[config.mk]
export PLATFORM = sky130hd
export DESIGN_NAME = slow_clock_meter_flat
export DESIGN_NICKNAME = d
export VERILOG_FILES = /design/src/rtl/slow_clock_meter_if.sv /design/src/rtl/slow_clock_meter.sv /design/src/flat_wrapper.sv
export SDC_FILE = /design/constraint.sdc
export NUM_CORES = 1
export LEC_CHECK = 0
export CAP_MARGIN = 20
export CELL_PAD_IN_SITES_DETAIL_PLACEMENT = 1
export CELL_PAD_IN_SITES_GLOBAL_PLACEMENT = 1
export CORE_MARGIN = 1.5
export CORE_UTILIZATION = 46
export CTS_BUF_LIST = sky130_fd_sc_hd__clkbuf_8
export CTS_CLUSTER_SIZE = 20
export DETAILED_ROUTE_END_ITERATION = 7
export GPL_ROUTABILITY_DRIVEN = 0
export PLACE_DENSITY = 0.95
export SKIP_CTS_REPAIR_TIMING = 1
export SYNTH_ARGS = -nofsm -noshare
export SYNTH_HDL_FRONTEND = slang
export SYNTH_SLANG_ARGS = --single-unit
[constraint.sdc]
create_clock -name clk_in -period 3.4 [get_ports clk_in]
set_clock_uncertainty 0.15 [all_clocks]
set_input_delay 0.51 -clock clk_in [delete_from_list [all_inputs] [get_ports clk_in]]
set_output_delay 0.51 -clock clk_in [all_outputs]
set_load 0.02 [all_outputs]
[src/rtl/slow_clock_meter_if.sv]
// Bus between a slow square-wave source and the slow_clock_meter.
// master drives sig_in and observes the measurement; slave is the meter.
interface slow_clock_meter_if #(
   parameter int CNT_W = 25
);
   logic             sig_in;
   logic [CNT_W-1:0] period_out;
   logic [CNT_W-1:0] high_out;
   logic             period_valid;
   logic             lost;
   logic [15:0]      edge_count;

   modport master (
      output sig_in,
      input  period_out,
      input  high_out,
      input  period_valid,
      input  lost,
      input  edge_count
   );

   modport slave (
      input  sig_in,
      output period_out,
      output high_out,
      output period_valid,
      output lost,
      output edge_count
   );
endinterface

[src/rtl/slow_clock_meter.sv]
// Measures period and high time of an asynchronous slow square wave in clk_in
// cycles, pulses period_valid per measurement and flags loss of the signal.
module slow_clock_meter #(
   parameter int CNT_W       = 25,
   parameter int TIMEOUT     = 30000000,
   parameter int SYNC_STAGES = 2
) (
   input  logic               clk_in,
   input  logic               reset,
   slow_clock_meter_if.slave  bus,
   output logic [1:0]         o_state
);
   typedef enum logic [1:0] {
      WAIT_LOW   = 2'd0,
      WAIT_FIRST = 2'd1,
      MEASURE    = 2'd2
   } state_t;

   localparam logic [CNT_W-1:0] LP_TIMEOUT = CNT_W'(TIMEOUT);
   localparam logic [CNT_W-1:0] LP_CNT_MAX = '1;

   state_t                 r_state;
   state_t                 w_next_state;
   logic [SYNC_STAGES-1:0] r_sync;
   logic [SYNC_STAGES-1:0] r_fill;
   logic                   r_prev;
   logic [CNT_W-1:0]       r_counter;
   logic [CNT_W-1:0]       r_high_latch;
   logic [CNT_W-1:0]       r_period;
   logic [CNT_W-1:0]       r_high;
   logic                   r_valid;
   logic                   r_lost;
   logic [15:0]            r_edge_count;

   logic w_s;
   logic w_primed;
   logic w_rise;
   logic w_fall;
   logic w_start;
   logic w_measure_done;
   logic w_timeout;

   assign w_s      = r_sync[SYNC_STAGES-1];
   assign w_primed = r_fill[SYNC_STAGES-1];
   assign w_rise   = w_s & ~r_prev;
   assign w_fall   = ~w_s & r_prev;

   // r_fill marks when the cleared synchroniser holds real samples again, so a
   // signal already high at reset release is not mistaken for a low level.
   always_ff @(posedge clk_in) begin
      if (reset) begin
         r_sync <= '0;
         r_fill <= '0;
         r_prev <= 1'b0;
      end else begin
         r_sync <= {r_sync[SYNC_STAGES-2:0], bus.sig_in};
         r_fill <= {r_fill[SYNC_STAGES-2:0], 1'b1};
         r_prev <= w_s;
      end
   end

   always_ff @(posedge clk_in) begin
      if (reset) begin
         r_state <= WAIT_LOW;
      end else begin
         r_state <= w_next_state;
      end
   end

   always_comb begin
      w_next_state   = r_state;
      w_start        = 1'b0;
      w_measure_done = 1'b0;
      w_timeout      = 1'b0;
      case (r_state)
         WAIT_LOW: begin
            if (w_primed && !w_s) begin
               w_next_state = WAIT_FIRST;
            end
         end
         WAIT_FIRST: begin
            if (w_rise) begin
               w_start      = 1'b1;
               w_next_state = MEASURE;
            end
         end
         MEASURE: begin
            // A rise on the timeout cycle still counts as a valid period.
            if (w_rise) begin
               w_measure_done = 1'b1;
            end else if (r_counter == LP_TIMEOUT) begin
               w_timeout    = 1'b1;
               w_next_state = WAIT_LOW;
            end
         end
         default: begin
            w_next_state = WAIT_LOW;
         end
      endcase
   end

   always_ff @(posedge clk_in) begin
      if (reset) begin
         r_counter    <= '0;
         r_high_latch <= '0;
         r_period     <= '0;
         r_high       <= '0;
         r_valid      <= 1'b0;
         r_lost       <= 1'b0;
         r_edge_count <= '0;
      end else begin
         r_valid <= w_measure_done;
         if (w_start || w_measure_done) begin
            r_counter    <= CNT_W'(1);
            r_edge_count <= r_edge_count + 16'd1;
         end else if (r_state == MEASURE && r_counter != LP_CNT_MAX) begin
            r_counter <= r_counter + CNT_W'(1);
         end
         if (r_state == MEASURE && w_fall) begin
            r_high_latch <= r_counter;
         end
         if (w_measure_done) begin
            r_period <= r_counter;
            r_high   <= r_high_latch;
            r_lost   <= 1'b0;
         end else if (w_timeout) begin
            r_lost <= 1'b1;
         end
      end
   end

   assign bus.period_out   = r_period;
   assign bus.high_out     = r_high;
   assign bus.period_valid = r_valid;
   assign bus.lost         = r_lost;
   assign bus.edge_count   = r_edge_count;
   assign o_state          = r_state;
endmodule

[src/flat_wrapper.sv]
// flat-port wrapper written by rule: the top's interface ports become plain ports
module slow_clock_meter_flat 
#(
   parameter int CNT_W       = 25,
   parameter int TIMEOUT     = 30000000,
   parameter int SYNC_STAGES = 2
)
  (clk_in, reset, o_state, bus_sig_in, bus_period_out, bus_high_out, bus_period_valid, bus_lost, bus_edge_count);
  slow_clock_meter_if #(.CNT_W(CNT_W)) bus_i ();
  input  logic clk_in;
  input  logic reset;
  output logic [1:0] o_state;
  input wire logic [$bits(bus_i.sig_in)-1:0] bus_sig_in;
  output wire logic [$bits(bus_i.period_out)-1:0] bus_period_out;
  output wire logic [$bits(bus_i.high_out)-1:0] bus_high_out;
  output wire logic [$bits(bus_i.period_valid)-1:0] bus_period_valid;
  output wire logic [$bits(bus_i.lost)-1:0] bus_lost;
  output wire logic [$bits(bus_i.edge_count)-1:0] bus_edge_count;
  assign bus_i.sig_in = bus_sig_in;
  assign bus_period_out = bus_i.period_out;
  assign bus_high_out = bus_i.high_out;
  assign bus_period_valid = bus_i.period_valid;
  assign bus_lost = bus_i.lost;
  assign bus_edge_count = bus_i.edge_count;
  slow_clock_meter #(.CNT_W(CNT_W), .TIMEOUT(TIMEOUT), .SYNC_STAGES(SYNC_STAGES)) u_core (.clk_in(clk_in), .reset(reset), .bus(bus_i), .o_state(o_state));
endmodule
==> results.py <==
metrics = {
    "setup_path": {
        "startpoint_type": "flop",
        "crit_type": "flop to flop",
        "path_max_fanout": 27,
        "cp-end-kind": "flop",
        "arrival_ns": 2.96,
        "required_ns": 3.60,
    },
    "global_route": {
        "antenna_found_initial": 0,
        "grt-ovfl-total": 0,
        "grtUsageTotal": 0.253,
        "grt_max_degree": 52,
        "grt_pass1_vias": 4163,
        "grt_pass1_wl_um": 21700,
    },
    "routing": {
        "wire_per_inst_um": 18.9,
        "ant_nets": 0,
        "viasPerCell": 5.81,
        "postRouteWirelength_um": 13200,
        "drt_iter0_drc": 219,
        "drc": 0,
        "vias": 4052,
        "dr.pass1.iters": 5,
    },
    "layout": {
        "final_common_cell": "dfxtp_1",
        "fin_util": 0.599,
        "drive_gt1_frac": 0.0975,
        "area_delta_synth_final_pct": 25.2,
        "final_cell_mix": "dfxtp_1, clkdlybuf4s50_1, nand2_1",
        "nets": 558,
        "num_antenna_cells": 0,
    },
    "placement": {
        "dp_worst_setup_slack_ns": 0.858,
        "place_hpwl_um": 8540,
        "io_buffers": 72,
    },
    "status": {
        "run_status": "completed",
    },
    "clock_tree": {
        "clkTransAtPathRegs_ns": 0.08,
        "cts_tree": "yes",
        "cts_num_sinks": 125,
        "htree_levels": 4,
        "clk_latency_ns": 0.44,
        "cts_made_buffers": 17,
        "root_buffer": "clkbuf_8",
        "cts_buffer_depth": 2,
    },
    "floorplanning": {
        "pin_count": 73,
        "die_x_um": 104,
        "die_area_um2": 10900,
        "die_y_um": 104,
        "rows": 36,
        "core_area_um2": 9860,
        "start_util": 0.478,
    },
    "logic_synthesis": {
        "synthesis.area_um2": 4720,
        "synth-seq-area-share": 0.531,
        "synth_ff_type": "dfxtp_1",
        "ys_ff_latch": 125,
        "yosysWarningCount": 0,
        "avgSynthCellArea_um2": 9.65,
        "synth_edf_count": 0,
        "synth-async-reset-ratio": 0,
        "synth_cells": 489,
        "yosysUniqueCellTypes": 49,
        "syn_nets": 495,
    },
    "power_and_ir_drop": {
        "swShare": 0.240,
        "internal-power_w": 0.00214,
        "leakage_nw": 2.03,
        "pwr-share-comb": 0.019,
        "power.density_nw_per_um2": 478,
        "switching_power_w": 0.000679,
        "peakVddDrop_mv": 0.284,
        "pwr-share-clk": 0.460,
        "seqPwrFrac": 0.521,
    },
    "hold_path": {
        "hold_class": "flop to flop",
    },
    "timing": {
        "fin_setup_tns_ns": 0,
        "maxSlewViolCount": 0,
        "timing.final.crit_period_ns": 2.76,
        "fmax_mhz": 362,
        "hold_viol": 0,
        "tightest_slew_ns": 0.978,
        "finalCritPeriodShare": 0.813,
        "setup_ws_ns": 0.636,
        "rsz0062_at_grt": "false",
        "finalSetupViolCount": 0,
        "max_slew_margin": 0.348,
    },
    "run": {
        "maxCapViolations": 0,
    },
}
==> registers in the layout (all words and copies together), names as in the netlist <==
signal	count
u_core.bus.high_out	25
u_core.bus.period_out	25
u_core.r_counter	25
u_core.r_high_latch	25
u_core.bus.edge_count	16
u_core.o_state	2
u_core.r_fill	2
u_core.r_sync	2
u_core.bus.lost	1
u_core.bus.period_valid	1
u_core.r_prev	1
==> critical path, stage by stage (launching register included) <==
cell and delay, ns:
dfxtp_1 0.42, ha_1 0.27, nand3_1 0.17, or2_1 0.32, o31ai_4 0.80, o21ai_0 0.29
a21oi_1 0.26
==> layout make-up <==
class / instances / area (um^2)
clock buffer: 17 / 234
clock inverter: 14 / 159
fill: 1084 / 3960
inverter: 5 / 18.8
multi-input combinational: 325 / 2070
sequential: 125 / 2500
tap: 133 / 166
timing repair buffer: 78 / 761
==> metal layers <==
| layer | up-vias | GRT usage | routed length (um) |
|---|---|---|---|
| li1 | 1894 | - | - |
| met1 | 1969 | 0.301 | 5540 |
| met2 | 158 | 0.430 | 6540 |
| met3 | 31 | 0.0614 | 688 |
| met4 | 0 | 0.117 | 385 |
| met5 | - | 0 | 0 |
==> final timing paths <==
| check | depth (start not counted) | slack, ns | start | endpoint |
|---|---|---|---|---|
| min reg2reg | 1 | 0.30 | u_core.r_sync[0] | u_core.r_sync[1] |
| max reg2reg | 6 | 0.64 | u_core.r_counter[1] | u_core.r_counter[3] |
| max | 6 | 0.64 | u_core.r_counter[1] | u_core.r_counter[3] |
| min | 1 | 0.30 | u_core.r_sync[0] | u_core.r_sync[1] |
==> Yosys cell counts (all sizes together) (4+ instances only) <==
library cell,number,share of area
a21oi,47,0.050
nor4,4,0.011
or4,8,0.013
nor2b,6,0.0080
and4,5,0.010
inv,5,0.0040
xnor2,6,0.011
buf,11,0.013
clkbuf,23,0.018
nor2,22,0.018
or3,14,0.019
and2,5,0.0066
a22o,50,0.093
dfxtp,125,0.53
xor2,12,0.022
nand4,17,0.027
and3,4,0.0053
o21ai,14,0.015
nand3,13,0.015
nor3,5,0.0085
nand2,66,0.053
o31ai,7,0.014
==> metrics by stage <==
step                hold WS (ns)  total power, W  instance area (um^2)  instances
floorplan                  0.264         0.00154                  4720        489
global placement           0.270         0.00156                  5510        666
detailed placement         0.285         0.00156                  5510        666
CTS                        0.304         0.00284                  5910        697
global route               0.322         0.00291                  5910        697
finish                     0.298         0.00282                  5910        697
==> cells by family (layout without fill, tap and decap cells) <==
kind of cell	count (synthesis)	count (layout)	synth area share
AND/OR/NAND/NOR	179	179	0.209
AO/OA/AOI/OAI	125	125	0.184
flip-flops	125	125	0.531
buffers and inverters	39	114	0.0353
XOR/XNOR	18	18	0.0334
adder cells (fa/ha/maj)	3	3	0.00796
==> power groups by stage <==
stage | sequential, W | combinational [W] | clock (W)
final | 0.00147 | 0.0000524 | 0.00130
after global routing | 0.00147 | 0.0000577 | 0.00138
after CTS | 0.00147 | 0.0000532 | 0.00132
after detailed placement | 0.00151 | 0.0000522 | 0
after global placement | 0.00151 | 0.0000500 | 0
after floorplan | 0.00151 | 0.0000345 | 0
Power figures use the tool's default switching activity.
